`config.mk`:
```
export PLATFORM = sky130hd
export DESIGN_NAME = rv32_mod_muldiv
export DESIGN_NICKNAME = d
export VERILOG_FILES = /design/src/rtl/rv32_mod_muldiv.sv
export SDC_FILE = /design/constraint.sdc
export NUM_CORES = 1
export LEC_CHECK = 0
export CAP_MARGIN = 20
export CORE_UTILIZATION = 30
export CTS_CLUSTER_DIAMETER = 30
export CTS_CLUSTER_SIZE = 8
export DETAILED_ROUTE_END_ITERATION = 8
export HOLD_SLACK_MARGIN = 0.06
export PLACE_DENSITY = 0.56
export SLEW_MARGIN = 20
export SYNTH_ARGS = -nofsm -noshare
export SYNTH_HDL_FRONTEND = slang
export SYNTH_SLANG_ARGS = --single-unit
```
`constraint.sdc`:
```
create_clock -name clk -period 8.4 [get_ports clk]
set_clock_uncertainty 0.05 [all_clocks]
set_input_delay 2.1 -clock clk [delete_from_list [all_inputs] [get_ports clk]]
set_output_delay 2.1 -clock clk [all_outputs]
set_load 0.05 [all_outputs]
```
`src/rtl/rv32_mod_muldiv.sv`:
```
`default_nettype none
// +--------------------------------------------------------------------------+
// | rv32_mod_muldiv : multi-cycle RV32M multiply/divide unit (shift-add mul,   |
// | restoring div). Optional RV32_MULDIV_FAST_MUL_EN: single-cycle multiplies. |
// | Revision: 1.0                                                              |
// +--------------------------------------------------------------------------+
module rv32_mod_muldiv (
  input  logic        clk,
  input  logic        rstn,
  input  logic        start,
  input  logic        kill,
  input  logic [2:0]  func,
  input  logic [31:0] read0_data,
  input  logic [31:0] read1_data,
  output logic [31:0] result,
  output logic        stall,
  output logic        done
);

  typedef enum logic [1:0] {
    S_IDLE = 2'd0,
    S_BUSY = 2'd1,
    S_DONE = 2'd2
  } state_t;

  state_t      r_state;
  logic [2:0]  r_func;
  logic [31:0] r_hi;
  logic [31:0] r_lo;
  logic [31:0] r_opb;
  logic        r_neg;
  logic        r_neg_r;
  logic [5:0]  r_cnt;
  logic [31:0] r_result;
  logic        r_done;

  logic        w_accept;
  logic        w_a_signed;
  logic        w_b_signed;
  logic        w_a_neg;
  logic        w_b_neg;
  logic [31:0] w_a_mag;
  logic [31:0] w_b_mag;
  logic        w_div_zero;
  logic        w_div_ovf;
  logic [31:0] w_special_res;
  logic        w_fast;
  logic [31:0] w_fast_res;

  assign w_accept   = (r_state == S_IDLE) & start & ~kill;
  assign w_a_signed = func[2] ? ~func[0] : (func[1:0] != 2'b11);
  assign w_b_signed = func[2] ? ~func[0] : ~func[1];
  assign w_a_neg    = read0_data[31] & w_a_signed;
  assign w_b_neg    = read1_data[31] & w_b_signed;
  assign w_a_mag    = w_a_neg ? (~read0_data + 32'd1) : read0_data;
  assign w_b_mag    = w_b_neg ? (~read1_data + 32'd1) : read1_data;

  assign w_div_zero = func[2] & (read1_data == 32'd0);
  assign w_div_ovf  = func[2] & ~func[0] & (read0_data == 32'h8000_0000) &
                      (read1_data == 32'hFFFF_FFFF);
  // func[1] separates REM/REMU from DIV/DIVU
  assign w_special_res = w_div_zero ? (func[1] ? read0_data : 32'hFFFF_FFFF)
                                    : (func[1] ? 32'd0 : 32'h8000_0000);

`ifdef RV32_MULDIV_FAST_MUL_EN
  logic [63:0] w_fa;
  logic [63:0] w_fb;
  logic [63:0] w_fprod;

  // Low 64 bits of the 33x33 signed product, via sign-extended operands
  assign w_fa       = {{32{w_a_neg}}, read0_data};
  assign w_fb       = {{32{w_b_neg}}, read1_data};
  assign w_fprod    = w_fa * w_fb;
  assign w_fast     = w_div_zero | w_div_ovf | ~func[2];
  assign w_fast_res = func[2] ? w_special_res :
                      ((func[1:0] == 2'b00) ? w_fprod[31:0] : w_fprod[63:32]);
`else
  assign w_fast     = w_div_zero | w_div_ovf;
  assign w_fast_res = w_special_res;
`endif

  // One iteration step; r_hi/r_lo hold {accumulator, multiplier} or {remainder, dividend/quotient}
  logic [32:0] w_mul_sum;
  logic [32:0] w_div_shift;
  logic        w_div_ge;
  logic [31:0] w_div_diff;
  logic [31:0] w_nxt_hi;
  logic [31:0] w_nxt_lo;

  assign w_mul_sum   = {1'b0, r_hi} + (r_lo[0] ? {1'b0, r_opb} : 33'd0);
  assign w_div_shift = {r_hi, r_lo[31]};
  assign w_div_ge    = (w_div_shift >= {1'b0, r_opb});
  assign w_div_diff  = w_div_shift[31:0] - r_opb;
  assign w_nxt_hi    = r_func[2] ? (w_div_ge ? w_div_diff : w_div_shift[31:0]) : w_mul_sum[32:1];
  assign w_nxt_lo    = r_func[2] ? {r_lo[30:0], w_div_ge} : {w_mul_sum[0], r_lo[31:1]};

  logic [63:0] w_prod;
  logic [63:0] w_prod_fix;
  logic [31:0] w_quo_fix;
  logic [31:0] w_rem_fix;
  logic [31:0] w_iter_res;

  assign w_prod     = {w_nxt_hi, w_nxt_lo};
  assign w_prod_fix = r_neg   ? (~w_prod + 64'd1)   : w_prod;
  assign w_quo_fix  = r_neg   ? (~w_nxt_lo + 32'd1) : w_nxt_lo;
  assign w_rem_fix  = r_neg_r ? (~w_nxt_hi + 32'd1) : w_nxt_hi;
  assign w_iter_res = r_func[2] ? (r_func[1] ? w_rem_fix : w_quo_fix)
                                : ((r_func[1:0] == 2'b00) ? w_prod_fix[31:0] : w_prod_fix[63:32]);

  always_ff @(posedge clk or negedge rstn) begin
    if (!rstn) begin
      r_state  <= S_IDLE;
      r_func   <= 3'd0;
      r_hi     <= 32'd0;
      r_lo     <= 32'd0;
      r_opb    <= 32'd0;
      r_neg    <= 1'b0;
      r_neg_r  <= 1'b0;
      r_cnt    <= 6'd0;
      r_result <= 32'd0;
      r_done   <= 1'b0;
    end else begin
      case (r_state)
        S_IDLE: begin
          r_done <= 1'b0;
          if (w_accept) begin
            r_func  <= func;
            r_hi    <= 32'd0;
            r_lo    <= w_a_mag;
            r_opb   <= w_b_mag;
            r_neg   <= w_a_neg ^ w_b_neg;
            r_neg_r <= w_a_neg;
            r_cnt   <= 6'd0;
            if (w_fast) begin
              r_result <= w_fast_res;
              r_done   <= 1'b1;
              r_state  <= S_DONE;
            end else begin
              r_state  <= S_BUSY;
            end
          end
        end
        S_BUSY: begin
          if (kill) begin
            r_state <= S_IDLE;
          end else begin
            r_hi  <= w_nxt_hi;
            r_lo  <= w_nxt_lo;
            r_cnt <= r_cnt + 6'd1;
            if (r_cnt == 6'd31) begin
              r_result <= w_iter_res;
              r_done   <= 1'b1;
              r_state  <= S_DONE;
            end
          end
        end
        S_DONE: begin
          r_done  <= 1'b0;
          r_state <= S_IDLE;
        end
        default: begin
          r_done  <= 1'b0;
          r_state <= S_IDLE;
        end
      endcase
    end
  end

  assign result = r_result;
  assign done   = r_done;
  assign stall  = rstn & (w_accept | ((r_state == S_BUSY) & ~kill));

endmodule
`default_nettype wire

```
### Word-level counts from Yosys, hierarchy flattened

Index checks and enable logic that the tools add are counted.

* add/sub/neg operators: 8
* $lt $le $gt $ge: 1
* eq/ne operators: 10
* mux-type cells: 41
* bitwise logic cells: 21
* reductions and logical operators: 9

Operators with widths (number)
* two-way mux 32 bit: 22
* one-hot mux 32 bit (2 select lines): 3
* adder 32 x 1 -> 32 bit, second input constant: 4
* NOT 32 bit: 4
* adder 64 x 1 -> 64 bit, second input constant: 1
* equality test 32 bit, second input constant: 2
* two-way mux 64 bit: 1
* NOT 64 bit: 1
* adder 32 x 32 -> 33 bit: 1
* >= comparator 33 x 32 -> 1 bit: 1
* zero test 32 bit: 1
* subtractor 32 bit: 1
* two-way mux 6 bit: 2
* one-hot mux 6 bit (2 select lines): 1
* bitwise AND 1 bit: 10
* != test 2 bit, second input constant: 5
* two-way mux 2 bit: 4
* adder 6 x 1 -> 6 bit, second input constant: 1
* equality test 6 x 5 -> 1 bit, second input constant: 1
* two-way mux 1 bit: 6
* AND reduction 2 bit: 3
* AND reduction 5 bit: 1
* zero test 2 bit: 2
* one-hot mux 2 bit (2 select lines): 1
* 8 further kinds: 11

* flip-flop bits (word level): 142
* bits of input ports: 71
* output and inout bits: 34
* logic and storage cells: 100

### Longest topological paths before layout

* depth in word-level cells: 11
* mapped depth: 24
* mapped depth without buffers: 22

### Least setup slack after synthesis

No wires, ideal clock.

* path type: input port to output port
* from: in kill
* to: out stall
* arrival time: 3541 ps
* setup slack: 2709 ps
* stages: 6
* cells stage by stage: inv_1 and3_1 clkbuf_1 nor2_1 clkbuf_1 nor2b_1

* longest elaborated chain between the ends: 4

Ends and longest elaborated chain
* start, declared: line 11 `input logic kill,`
* NOT 1 bit (*): line 50, 171
* bitwise AND 1 bit, on equally long branches: line 50, 171
* bitwise OR 1 bit (*): line 171 `assign stall = rstn & (w_accept | ((r_state == S_BUSY) & ~kill));`
* bitwise AND 1 bit (*): line 171
* end, declared: line 16 `output logic stall,`

Every way passes the cells marked *; elsewhere a longest branch is shown, timed or not.

### Final worst setup path

Same ends and word-level chain as after synthesis.

==> results list <==
- The hold violation count in the final report is 0.
- Die H: 230 microns
* Max VDD drop: 0.000241 V
- Post-DR vias/cell: 5.96
* Area share of the largest cell type after synthesis: 0.228
- Yosys cell types: 100
- Critical path required time: 6250 ps
* Count of TritonRoute iterations in the first routing pass: 6
- When the netlist entered floorplanning its net count stood at 2240.
- Final hold analysis gives a worst-case slack of 425 ps.
- The number of antenna violations at the first check in global routing came to 1.
- Outcome: finished clean
- Clock latency on the worst-skew pair: 470 ps
- Leading post-synthesis cells by instance count: sky130_fd_sc_hd__nand2_1 (262), sky130_fd_sc_hd__o21ai_0 (204), sky130_fd_sc_hd__nor2_1 (176)
- The final layout contains 2266 nets.
* Congestion Overflow GR: 0
* Initial detailed-routing violation count: 2025
* Net switching fraction of the power: 0.569
- Leading cell types by total area after synthesis: sky130_fd_sc_hd__dfrtp_1 (23%), sky130_fd_sc_hd__o21ai_0 (6.5%), sky130_fd_sc_hd__nand2_1 (6.3%)
- Summed over all cells, the static leakage comes to 7.06 nW.
* Arrival time at the worst endpoint: 4200 ps
* Final critical delay including setup and external delays: 6350 ps
- sky130_fd_sc_hd__dfrtp_1 takes more of the synthesized area than any other cell.
- The most used flip-flop cell after synthesis is sky130_fd_sc_hd__dfrtp_1.
* Routability congestion estimate: 0.993
- Detailed placement HPWL: 50.3 mm
- The cell area that synthesis handed to floorplanning was 15600 sq um.
* Number of top-level pins: 105
- The clock drives 142 sinks.
- Total die area: 53000 sq um
- Synth Area per Inst: 7.44 sq um
* Number of cells upsized or downsized after cts: 0
- Slack of the critical path: 2050 ps
* Internal Power: 0.00345 W
- The tool flagged a number of max-cap violations equal to 0.
* EDFF count, synth: 0
* Combinational Power Share: 0.716
* Unrepaired setup endpoints after global routing: false
- The critical path is of the in2out type.
* Layout cells sized above 1: 0.0557
* Layout Area Growth over Synthesis: 14.5%
* Worst slew margin relative to its limit: 0.345
* Number of buffers inserted to repair setup after CTS: 0
- Setup violations remaining at the end of the flow were counted as 0.
- Effective utilization at floorplan: 0.304
* Highest fanout seen on the critical path: 15
* TritonCTS Buffers: 17
- Setup total negative slack on the finished layout was measured at 0 ps.
- CTS Buffer Depth: 2
* Most common cell in the synthesized netlist: sky130_fd_sc_hd__nand2_1
- After detailed routing, the number of remaining DRC violations is 0.
* Maximum clock rate: 0.157 GHz
- CP Capture Type: output pin
- Routed length per instance: 23.3 microns
* Sequential fraction of design power: 0.173
* Std-Cell Core Area: 51400 sq um
* Switching pwr: 0.00456 W
- Transition at the pin with the smallest max-transition slack: 979 ps
* CP Launch Type: primary input
* Pre-CTS worst setup slack: 1880 ps
* Synthesis-stage register bit count: 142
* Yosys warning count: 0
- The count of pins over their slew limit came to 0.
* Syn Inst Count: 2097
- Pin count of the biggest net entering global routing: 88
- TritonCTS built the clock tree.
- Hold buffer count at cts: 0
- The count of nets left with antenna violations once routing finished came out at 0.
- The final route contains 16.8k vias.
- The via count of the first global-routing pass is 15.6k.
- Total length of routed wires: 65.6 mm
- Proportion of synthesized flip-flops having asynchronous set or reset: 1.00
- The min-delay analysis places its worst path in the category reg2reg.
* Proportion of synthesized chip area in sequential cells: 0.228
- Port buffering added 104 buffers.
* Pwr Density: 448 nW/um^2
- Clock transition at the registers of the reported paths: 70 ps
- Overall die width: 230 microns
- Row count: 83
- Clock tree synthesis selected as its root buffer the cell sky130_fd_sc_hd__clkbuf_16.
- In the finished design, the share of the clock period the worst path needs comes to 0.756.
- The first global-routing pass estimated 98.8 mm of wire.
- Part of the power in the clock network: 0.111
* Count of H-tree levels built during CTS: 4
* Tot GR Track Use: 0.244
-- path summary, 6_finish.rpt --
check	cells past startpoint	slack, ps	to	from
worst min-delay path	1	430	r_state[0]	r_state[1]
max in group asynchronous	3	4810	r_func[2]	rstn
min in group asynchronous	1	1500	r_lo[1]	rstn
worst max register to register	14	2370	result[10]	r_opb[18]
worst max-delay path	6	2050	stall	kill
worst min register to register	1	430	r_state[0]	r_state[1]
-- flip-flops by register name, summed over array words and instances (netlist names) --
register  flops
r_neg_r       1
done          1
result       32
r_lo         32
r_cnt         6
r_neg         1
r_hi         32
r_func        3
r_state       2
r_opb        32
-- cells in the final DEF, fill, tap and decap left out, types with 17 or more instances in the layout --
master,instances
sky130_fd_sc_hd__o21ai_0,204
sky130_fd_sc_hd__nor2b_1,17
sky130_fd_sc_hd__o211ai_1,29
sky130_fd_sc_hd__nand3_1,26
sky130_fd_sc_hd__a21o_1,21
sky130_fd_sc_hd__and2_1,44
sky130_fd_sc_hd__nor3_1,75
sky130_fd_sc_hd__a21oi_1,159
sky130_fd_sc_hd__nand2_1,262
sky130_fd_sc_hd__xnor2_1,96
sky130_fd_sc_hd__dfrtp_1,141
sky130_fd_sc_hd__nand4_1,40
sky130_fd_sc_hd__o221ai_1,32
sky130_fd_sc_hd__ha_1,70
sky130_fd_sc_hd__clkdlybuf4s50_1,103
sky130_fd_sc_hd__a211oi_1,21
sky130_fd_sc_hd__nor4_1,20
sky130_fd_sc_hd__a31oi_1,28
sky130_fd_sc_hd__nor2_1,175
sky130_fd_sc_hd__buf_4,29
sky130_fd_sc_hd__xor2_1,77
sky130_fd_sc_hd__inv_1,61
sky130_fd_sc_hd__o31ai_1,23
sky130_fd_sc_hd__or3_1,23
sky130_fd_sc_hd__clkbuf_16,17
sky130_fd_sc_hd__and3_1,21
sky130_fd_sc_hd__o21ai_1,20
sky130_fd_sc_hd__mux2i_1,40
-- layer usage --
metal	vias up	wire [microns]	global-route usage	part of all wire
met5	-	0	0	0
met3	112	5130	0.0337	0.078
met1	8085	29100	0.342	0.44
met4	0	2370	0.0981	0.036
li1	7764	-	-	-
met2	824	28900	0.375	0.44
-- critical path: stages --
cell and delay, ps:
sky130_fd_sc_hd__clkdlybuf4s50_1 430, sky130_fd_sc_hd__inv_1 130, sky130_fd_sc_hd__and3_1 520, sky130_fd_sc_hd__nor2_4 70
sky130_fd_sc_hd__nor2b_1 130, sky130_fd_sc_hd__clkdlybuf4s50_1 810
-- metrics by stage --
step           instance area [sq um]  total power, W   util  std cells
3_3_place_gp                   17200         0.00693  0.335       2784
5_1_grt                        17900         0.00846  0.348       2817
4_1_cts                        17900         0.00787  0.348       2816
6_report                       17900         0.00800  0.348       2817
3_5_place_dp                   17200         0.00695  0.335       2784
2_1_floorplan                  15600         0.00520      -       2097
-- cell families (layout without fill, tap and decap cells) --
group / after synthesis / in the layout / synth area share
flip-flops: 142 / 142 / 0.228
XOR/XNOR: 173 / 173 / 0.0971
AND/OR/NAND/NOR: 775 / 775 / 0.240
buffers and inverters: 189 / 228 / 0.0487
multiplexers: 51 / 51 / 0.0336
other: 0 / 1 / 0
AO/OA/AOI/OAI: 695 / 695 / 0.294
adder cells (fa/ha/maj): 72 / 72 / 0.0587
-- area by class of cell --
cell class,instances,area [sq um]
antenna,1,2.50
clock buffer,19,433
clock inverter,13,211
fill,5478,33500
inverter,63,236
multi-input combinational,1766,11300
sequential,142,3560
tap,680,851
timing repair buffer,133,1260
-- power by group through the flow --
stage	combinational (W)	clock, W	sequential [W]
4_1_cts	0.00561	0.000896	0.00137
2_1_floorplan	0.00378	0	0.00142
3_3_place_gp	0.00556	0	0.00137
6_report	0.00573	0.000886	0.00138
3_5_place_dp	0.00557	0	0.00138
5_1_grt	0.00613	0.000919	0.00142
No activity file was read; power rests on OpenSTA's default activity.
